$ cat config.mk
export PLATFORM = sky130hd
export DESIGN_NAME = prim_and2_rr_arbiter
export DESIGN_NICKNAME = d
export VERILOG_FILES = /design/src/rtl/prim_and2_rr_arbiter.sv
export SDC_FILE = /design/constraint.sdc
export NUM_CORES = 1
export LEC_CHECK = 0
export ABC_AREA = 1
export CORE_AREA = 2 2 116 118
export DETAILED_ROUTE_END_ITERATION = 7
export DIE_AREA = 0 0 118 120
export DONT_BUFFER_PORTS = 1
export MAX_ROUTING_LAYER = met4
export RECOVER_POWER = 50
export SYNTH_ARGS = -nofsm -noshare
export SYNTH_HDL_FRONTEND = slang
export SYNTH_HIERARCHICAL = 1
export SYNTH_SLANG_ARGS = --single-unit
$ cat constraint.sdc
create_clock -name clk_i -period 2.9 [get_ports clk_i]
set_input_delay 0.435 -clock clk_i [delete_from_list [all_inputs] [get_ports clk_i]]
set_output_delay 0.435 -clock clk_i [all_outputs]
set_load 0.01 [all_outputs]
$ cat src/rtl/prim_and2_rr_arbiter.sv
// prim_and2_rr_arbiter
//   Round-robin arbiter in front of one registered AND-mask stage. Each cycle
//   the output register can load, one requester is granted. Its data & mask
//   is captured into a one-entry output register, which is drained by a
//   valid/ready handshake.
//
// Ports
//   clk_i    in   1        clock, rising edge
//   rst_i    in   1        asynchronous active-high reset
//   req_i    in   N        per-requester request, level-held until granted
//   data_i   in   N*Width  requester k data at [k*Width +: Width]
//   mask_i   in   N*Width  requester k mask, same packing
//   gnt_o    out  N        one-hot combinational grant (zero while stalled)
//   valid_o  out  1        output register holds a result
//   ready_i  in   1        consumer takes out_o when valid_o & ready_i
//   out_o    out  Width    registered data & mask of the granted requester
//   idx_o    out  IdxW     requester index of the result in out_o

// Generic two-input AND primitive; the masking datapath is an array of these.
module prim_and2 (
   input  logic a_i,
   input  logic b_i,
   output logic y_o
);
   assign y_o = a_i & b_i;
endmodule

module prim_and2_rr_arbiter #(
   parameter int N     = 4,
   parameter int Width = 32,
   parameter int IdxW  = (N > 1) ? $clog2(N) : 1
) (
   input  logic                 clk_i,
   input  logic                 rst_i,
   input  logic [N-1:0]         req_i,
   input  logic [N*Width-1:0]   data_i,
   input  logic [N*Width-1:0]   mask_i,
   output logic [N-1:0]         gnt_o,
   output logic                 valid_o,
   input  logic                 ready_i,
   output logic [Width-1:0]     out_o,
   output logic [IdxW-1:0]      idx_o
);

   logic                      r_valid;
   logic [Width-1:0]          r_out;
   logic [IdxW-1:0]           r_idx;
   logic [IdxW-1:0]           r_ptr;

   logic                      w_can_load;
   logic                      w_any;
   logic [IdxW-1:0]           w_idx;
   logic [N-1:0]              w_gnt;
   logic [N-1:0][Width-1:0]   w_data;
   logic [N-1:0][Width-1:0]   w_mask;
   logic [Width-1:0]          w_sel_data;
   logic [Width-1:0]          w_sel_mask;
   logic [Width-1:0]          w_and;

   // Register is empty or is being drained on this edge.
   assign w_can_load = !r_valid | ready_i;

   // Scan from r_ptr upward with explicit modulo-N wrap. The loop runs from
   // the farthest offset down so the closest requester to r_ptr wins.
   always_comb begin
      int j;
      j     = 0;
      w_any = 1'b0;
      w_idx = '0;
      for (int i = N-1; i >= 0; i--) begin
         j = int'(r_ptr) + i;
         if (j >= N) j = j - N;
         if (req_i[j]) begin
            w_any = 1'b1;
            w_idx = IdxW'(j);
         end
      end
   end

   always_comb begin
      w_gnt = '0;
      if (w_can_load && w_any) w_gnt[w_idx] = 1'b1;
   end

   assign w_data     = data_i;
   assign w_mask     = mask_i;
   assign w_sel_data = w_data[w_idx];
   assign w_sel_mask = w_mask[w_idx];

   for (genvar b = 0; b < Width; b++) begin : g_and
      prim_and2 u_and2 (
         .a_i (w_sel_data[b]),
         .b_i (w_sel_mask[b]),
         .y_o (w_and[b])
      );
   end

   always_ff @(posedge clk_i or posedge rst_i) begin
      if (rst_i) begin
         r_valid <= 1'b0;
         r_out   <= '0;
         r_idx   <= '0;
         r_ptr   <= '0;
      end else if (w_can_load) begin
         if (w_any) begin
            r_valid <= 1'b1;
            r_out   <= w_and;
            r_idx   <= w_idx;
            // N need not be a power of two, so wrap explicitly.
            r_ptr   <= (w_idx == IdxW'(N-1)) ? '0 : w_idx + 1'b1;
         end else begin
            r_valid <= 1'b0;
         end
      end
   end

   assign gnt_o   = w_gnt;
   assign valid_o = r_valid;
   assign out_o   = r_out;
   assign idx_o   = r_idx;

endmodule

; ---- Word-level counts from Yosys, hierarchy flattened
; Cells that the tools add are included.
[classes]
eq_ne = 1
n_lt_le_gt_ge = 10
mux = 33
n_bitwise = 33
addsub = 8
n_reduce_logical = 4
[op_table]
columns = op, count
row1 = $mux W32, 6
row2 = $bmux W32 S2, 2
row3 = $lt A32 B4 Y1 const B, 4
row4 = $and A1 B1 Y1, 32
row5 = $mux W1, 14
row6 = $sub A3 B3 Y4 const B, 3
row7 = $mux W2, 5
row8 = $ge A3 B3 Y1 const B, 3
row9 = $bmux W1 S2, 4
row10 = $add A2 B2 Y3 const B, 2
row11 = $mux W4, 1
row12 = $sub A2 B3 Y4 const B, 1
row13 = $add A2 B1 Y3 const B, 1
row14 = $ge A2 B3 Y1 const B, 1
row15 = $lt A2 B3 Y1 const B, 1
row16 = $add A2 B1 Y2 const B, 1
row17 = $demux W1 S2, 1
row18 = $eq A2 B2 Y1 const B, 1
row19 = $ge A2 B1 Y1 const B, 1
row20 = $logic_and A1 B1 Y1, 2
row21 = $reduce_and A2 Y1, 1
row22 = $logic_not A1 Y1, 1
row23 = $or A1 B1 Y1, 1
[word_totals]
wordCells = 93
output_inout_bits = 39
register_bits = 37

; ---- Logic depth before layout (Yosys ltp)
; Gate-level depths: netlist (run 1).
[depth]
ltp_word = 15
ltp_mapped = 20
ltp_nobuf = 17

; ---- Hierarchy
; The synthesis (run 1) kept the hierarchy.
[by_module_without_submodules]
columns = mod, n_inst, area_per_inst_um2, cells_per_inst
row1 = prim_and2_rr_arbiter, 1, 4571.9, 843
row2 = prim_and2, 32, 7.5, 2

; ---- Worst setup path after synthesis (run 1)
; Ideal clock, no wire load.
[synth_path]
path_kind = reg-to-output
start = register r_ptr[0]
end = output port gnt_o[2]
setup_slack_ns = 0.741
stages_incl_launch_ff = 14
t_arrival_ns = 1.724
path_buffers = 3
cell_sequence = dfrtp_1 > buf_4 > inv_4 > nand2_1 > and2_1 > nand2_1 > nand2_1 > inv_2 > nand2_2 > nand2_4 > nand2_2 > buf_6 > buf_6 > nor3_1
[synth_between]
elab_chain_cells = 15
word_cells_on_any_way = 42
cone_classes = 7 x add/sub / 6 x order compare / 27 x mux / 2 x reduce/logical
[synth_rtl]
columns = item, line
row1 = from (decl), 48  ; logic [IdxW-1:0] r_ptr;
row2 = from (signal assigned), 110  ; r_ptr <= (w_idx == IdxW'(N-1)) ? '0 : w_idx + 1'b1;
row3 = $add A2 B2 Y3, 71  ; j = int'(r_ptr) + i;
row4 = $sub A3 B3 Y4 / $ge A3 B3 Y1 (equally long branches), 72  ; if (j >= N) j = j - N;
row5 = $mux W32, 72
row6 = $bmux W1 S2, 73  ; if (req_i[j]) begin
row7 = $mux W1 (not written as such) (2 in a row), 73
row8 = $mux W2 (4 in a row), 73
row9 = $lt A2 B3 Y1 (not written as such) / $ge A2 B1 Y1 (equally long branches), 82  ; if (w_can_load && w_any) w_gnt[w_idx] = 1'b1;
row10 = $logic_and A1 B1 Y1 (not written as such), 82
row11 = $mux W1 (not written as such), 82
row12 = $demux W1 S2, 82
row13 = $mux W4 *, 82
row14 = to (decl), 38  ; output logic [N-1:0] gnt_o,
; Every way passes the cells marked *; elsewhere a longest branch is shown, timed or not. The select of a mux whose other input is x is not followed.

; ---- Final worst setup path (run 1)
[layout_path]
start = register r_ptr[0]
end = output port gnt_o[3]
; The elaborated chain is that of the path after synthesis.

==> results of run 1 <==
## worst max-delay path, cell delays in order, from the launching register on
cell	delay, ns
dfrtp_1	0.56
inv_4	0.07
nand2_1	0.09
and2_1	0.14
nand2_1	0.10
nand2_1	0.10
inv_2	0.06
nand2_2	0.08
nand2_4	0.06
nand2_4	0.31
nand2_1	0.16
nor2_1	0.23
## cell type report
type | count | area share (%)
inverter | 107 | 8.16
timing repair buffer | 13 | 3.23
multi-input combinational | 699 | 62.5
clock inverter | 2 | 0.202
antenna | 3 | 0.152
sequential | 37 | 18.7
tap | 176 | 4.45
clock buffer | 6 | 2.60
## per-stage QoR
stage	power (mW)	hold slack, ns
2_1_floorplan	6.41	0.515
3_3_place_gp	7.87	0.539
3_5_place_dp	7.90	0.543
4_1_cts	8.47	0.245
5_1_grt	9.45	0.334
6_report	8.36	0.326
## routing by layer
layer / track usage (%) / vias up
met3: 4.47 / 24
met1: 29.6 / 2363
met2: 43.1 / 266
li1: - / 2687
met5: - / -
met4: 9.86 / 0
## final timing paths
kind | from | slack [ns] | to | cells past startpoint
setup reg to reg | r_ptr[0] | 0.35 | out_o[28] | 15
hold reg to reg | out_o[28] | 0.55 | out_o[28] | 2
hold / removal | ready_i | 0.33 | valid_o | 3
max in group asynchronous | rst_i | 1.49 | out_o[3] | 1
setup / recovery | r_ptr[0] | 0.22 | gnt_o[3] | 11
min in group asynchronous | rst_i | 0.51 | out_o[28] | 1
## placed cells by master, fill, tap and decap left out, drive strengths merged
master and instances:
nand3 140, nand3b 64, clkinv 2, clkbuf 6, dfrtp 37, nand2 480, nor2 8, diode 3
and2 2, nor3 1, o21ai 1, o21a 1, o21bai 1, a21oi 1, buf 13, inv 107
## cells by family after synthesis
group	Yosys count	synth area share [%]
AOI/OAI and AO/OA	4	0.520
DFF	37	19.2
buffers and inverters	171	16.6
and+or+nand+nor	695	63.6
## state kept, by name (all words and copies together), names as in the netlist
name	cells
r_ptr	2
valid_o	1
idx_o	2
out_o	32
## report_power, final
part	switching [mW]	total, mW	internal (mW)
sequential	0.257	0.975	0.718
clock	0.217	0.533	0.316
combinational	4.69	6.85	2.15
## cells in the mapped netlist (2+ instances only)
master / n / share of area, %
nand2_1: 477 / 37
nand3_1: 138 / 14
inv_1: 103 / 8.0
nand3b_1: 64 / 10
dfrtp_1: 37 / 19
buf_2: 32 / 3.3
buf_4: 13 / 2.0
buf_6: 9 / 2.1
nor2_1: 8 / 0.62
clkbuf_1: 7 / 0.55
buf_1: 3 / 0.23
inv_2: 3 / 0.23
and2_1: 2 / 0.26
nand2_2: 2 / 0.26
==> results.yml, run 1 <==
drt:
  vias: 5340
  top_layer_used: "met4"
  wl_met1_mm: 7.20
  routed_wl_mm: 17.7
  drc: 0
  postRouteAntennaNets: 0
  first_pass_iters: 5
  avgRoutedWirePerCell_um: 17.0
  wl_met3_mm: 1.30
  met2_wirelength_mm: 8.69
  drt_iter0_drc: 388
  vias_per_cell: 5.12
timing:
  finClkSkew_ns: 0.00412
  hold_viol: 0
  setup_violations: 0
  grt_setup_unrepaired: "false"
  fin_crit_ns: 2.68
  clock.fmax_mhz: 373
  setup_ws_ns: 0.220
  setup_tns_ns: 0
  worst_pin_slew_ns: 1.53
  slew_violations: 38
  fin_crit_sh_pct: 92.4
  slew_headroom_pct: -2.00
yosys:
  synth_edf_count: 0
  syn_nets: 1170
  synth.distinct_cells: 23
  ys_seq_area_share_pct: 19.2
  synthCells: 907
  synth-main-ff-cell: "dfrtp_1"
  syn_avg_cell_area_um2: 5.31
  yosysWarnings: 6
  async_reset_ff_share_pct: 100
  synth_seq_cells: 37
  synth_area_um2: 4810
final_layout:
  syn2layout_area_growth_pct: 2.91
  multi_input_area_um2: 3100
  seq_area_um2: 926
  stdcell_area_um2: 4950
  instances_no_fill: 1043
  fin_util_pct: 38.2
  drive_gt1_share_pct: 3.59
  nFillCells: 1515
  fin_nets: 1126
cts:
  cts_buffer_depth: 2
  postCtsSetupBuffers: 0
  cts_made_buffers: 5
  clk_pin_slew_ns: 0.06
  cts_tree: "built"
  clockRootBuffer: "clkbuf_16"
  cts_resized: 0
  cts_num_sinks: 37
  postCtsHoldBufs: 0
  htree_levels: 2
  clk_latency_ns: 0.28
flow_run:
  drv_cap: 1
global_route:
  grt_pass1_wl_mm: 27.1
  grt_usage_pct: 25.2
  grt.overflow.total: 0
  grt_max_degree: 131
  antenna_found_initial: 3
  grt_pass1_vias: 5014
power_and_ir_drop:
  cellPowerDensity_nw_per_um2: 1690
  p_leak_nw: 3.13
  peakVddDrop_uv: 1200
floorplanning:
  fp.dieH_um: 120
  io_pins: 302
  core_region_area_um2: 13000
  die_area_um2: 14200
  rows: 42
  start_util_pct: 37.1
  die_w_um: 118
min_path:
  hp-class: "in -> reg"
placement:
  hpwlAfterDp_mm: 13.5
  dpl-instance-area_um2: 4810
  pre_cts_ws_ns: 0.369
  dp_cells: 1032
  gp_congestion: 0.904
  portBuffers: 0
critical_path:
  crit_path_end_kind: "primary output"
  worstPathArrival_ns: 2.25
  crit_type: "reg -> out"
  critPathLaunchType: "flip-flop"
  required_ns: 2.47
  critical_path.max_fanout: 31
run_status:
  violations: "capacitance limit, slew limit"
  outcome: "finished with violations"
No activity file was read; power rests on OpenSTA's default activity.
==> inputs of run 2 (changes only) <==
- CTS_BUF_LIST: not set -> sky130_fd_sc_hd__clkbuf_8 sky130_fd_sc_hd__clkbuf_16
==> results.yml, run 2 (synthesis gave the netlist of run 1 again) <==
run_status:
  outcome: "finished with violations"
  violations: "capacitance limit, slew limit"
flow_run:
  drv_cap: 1
global_route:
  grt_pass1_vias: 5014
  grt_usage_pct: 25.2
  grt_pass1_wl_mm: 27.1
  grt.overflow.total: 0
  grt_max_degree: 131
  antenna_found_initial: 3
floorplanning:
  io_pins: 302
  die_w_um: 118
  fp.dieH_um: 120
  core_region_area_um2: 13000
  rows: 42
  start_util_pct: 37.1
  die_area_um2: 14200
min_path:
  hp-class: "in -> reg"
  hold_path_depth: 3
critical_path:
  startpoint: "r_ptr[0]"
  ff2ff_setup_slack_ns: 0.36
  r2r_cells: 15
  critPathLaunchType: "flip-flop"
  worstReg2RegStart: "r_ptr[0]"
  crit_type: "reg -> out"
  worstSetupEndpoint: "gnt_o[3]"
  crit_path_end_kind: "primary output"
  required_ns: 2.47
  critical_path.max_fanout: 31
  worstPathArrival_ns: 2.25
  rr_endpoint: "out_o[28]"
cts:
  cts_made_buffers: 5
  cts_num_sinks: 37
  cts_resized: 0
  postCtsHoldBufs: 0
  clockRootBuffer: "clkbuf_16"
  clk_pin_slew_ns: 0.06
  clk_latency_ns: 0.28
  htree_levels: 2
  postCtsSetupBuffers: 0
  cts_buffer_depth: 2
  cts_tree: "built"
timing:
  finClkSkew_ns: 0.00421
  hold_viol: 0
  slew_headroom_pct: -2.01
  slew_violations: 38
  clock.fmax_mhz: 373
  fin_crit_ns: 2.68
  setup_tns_ns: 0
  fin_crit_sh_pct: 92.4
  worst_pin_slew_ns: 1.53
  setup_violations: 0
  grt_setup_unrepaired: "false"
drt:
  drt_iter0_drc: 387
  avgRoutedWirePerCell_um: 16.9
  drc: 0
  routed_wl_mm: 17.7
  vias: 5342
  vias_per_cell: 5.12
  first_pass_iters: 5
  postRouteAntennaNets: 0
final_layout:
  drive_gt1_share_pct: 3.59
  largest_reg_flops: 32
  fin_nets: 1126
  stdcell_area_um2: 4950
  syn2layout_area_growth_pct: 2.91
  final_cell_mix: "nand2_1, nand3_1, inv_1"
  instances_no_fill: 1043
  fin_util_pct: 38.2
  layout_commonest_cell: "nand2_1"
placement:
  hpwlAfterDp_mm: 13.5
  dpl-instance-area_um2: 4810
  portBuffers: 0
  gp_congestion: 0.904
  dp_cells: 1032
power_and_ir_drop:
  p_leak_nw: 3.14
  power.internal_mw: 3.19
  p_seq_share_pct: 11.7
  p_switching_mw: 5.17
  cellPowerDensity_nw_per_um2: 1690
  peakVddDrop_uv: 1200
  clock_power_share_pct: 6.3
  swShare_pct: 61.9
  pwr-share-comb_pct: 82.0
-- run 2: cell types whose count changed in the layout (fill, tap and decap cells not counted), sizes merged --
cell	before	now
clkbuf	6	5
inv	107	108
-- run 2: power by group through the flow --
stage          Combinational (mW)  Clock (mW)  Sequential (mW)
2_1_floorplan                5.53           0            0.889
3_3_place_gp                 6.88           0            0.992
3_5_place_dp                 6.91           0            0.993
4_1_cts                      6.94       0.548            0.985
5_1_grt                      7.88       0.566            0.993
6_report                     6.85       0.529            0.974
-- run 2: critical path, cell delays in order (launching register included) --
cell and delay (ns):
dfrtp_1 0.56, inv_4 0.07, nand2_1 0.09, and2_1 0.14
nand2_1 0.10, nand2_1 0.10, inv_2 0.06, nand2_2 0.08
nand2_4 0.06, nand2_4 0.31, nand2_1 0.16, nor2_1 0.23
-- run 2: layer usage --
layer	up-vias	track usage, %	part of all wire, %
met2	268	43.1	49
met1	2363	29.6	41
met5	-	-	0
li1	2687	-	-
met3	24	4.47	7.3
met4	0	9.86	2.8
-- run 2: worst min path at each step --
stage	startpoint	to	slack, ns
2_1_floorplan	out_o[0]	out_o[0]	0.52
3_3_place_gp	out_o[28]	out_o[28]	0.54
3_5_place_dp	rst_i	out_o[28]	0.54
4_1_cts	rst_i	out_o[28]	0.24
5_1_grt	ready_i	valid_o	0.33
6_report	ready_i	valid_o	0.33
-- run 2: final cells by class --
class                   instances  area (um^2)
clock buffers                   5          125
flip-flops and latches         37          926
clock inverters                 3         13.8
multi-input cells             699         3100
diodes                          3         7.51
repair buffers                 13          160
well taps                     176          220
fillers                      1515         8030
inverters                     107          404
-- run 2: through the flow --
stage | setup slack, ns | power (mW) | hold WS [ns]
floorplan | 0.741 | 6.41 | 0.515
detailed placement | 0.369 | 7.90 | 0.543
CTS | 0.208 | 8.47 | 0.245
finish | 0.219 | 8.35 | 0.326
global route | 0.0437 | 9.44 | 0.334
global placement | 0.395 | 7.87 | 0.539
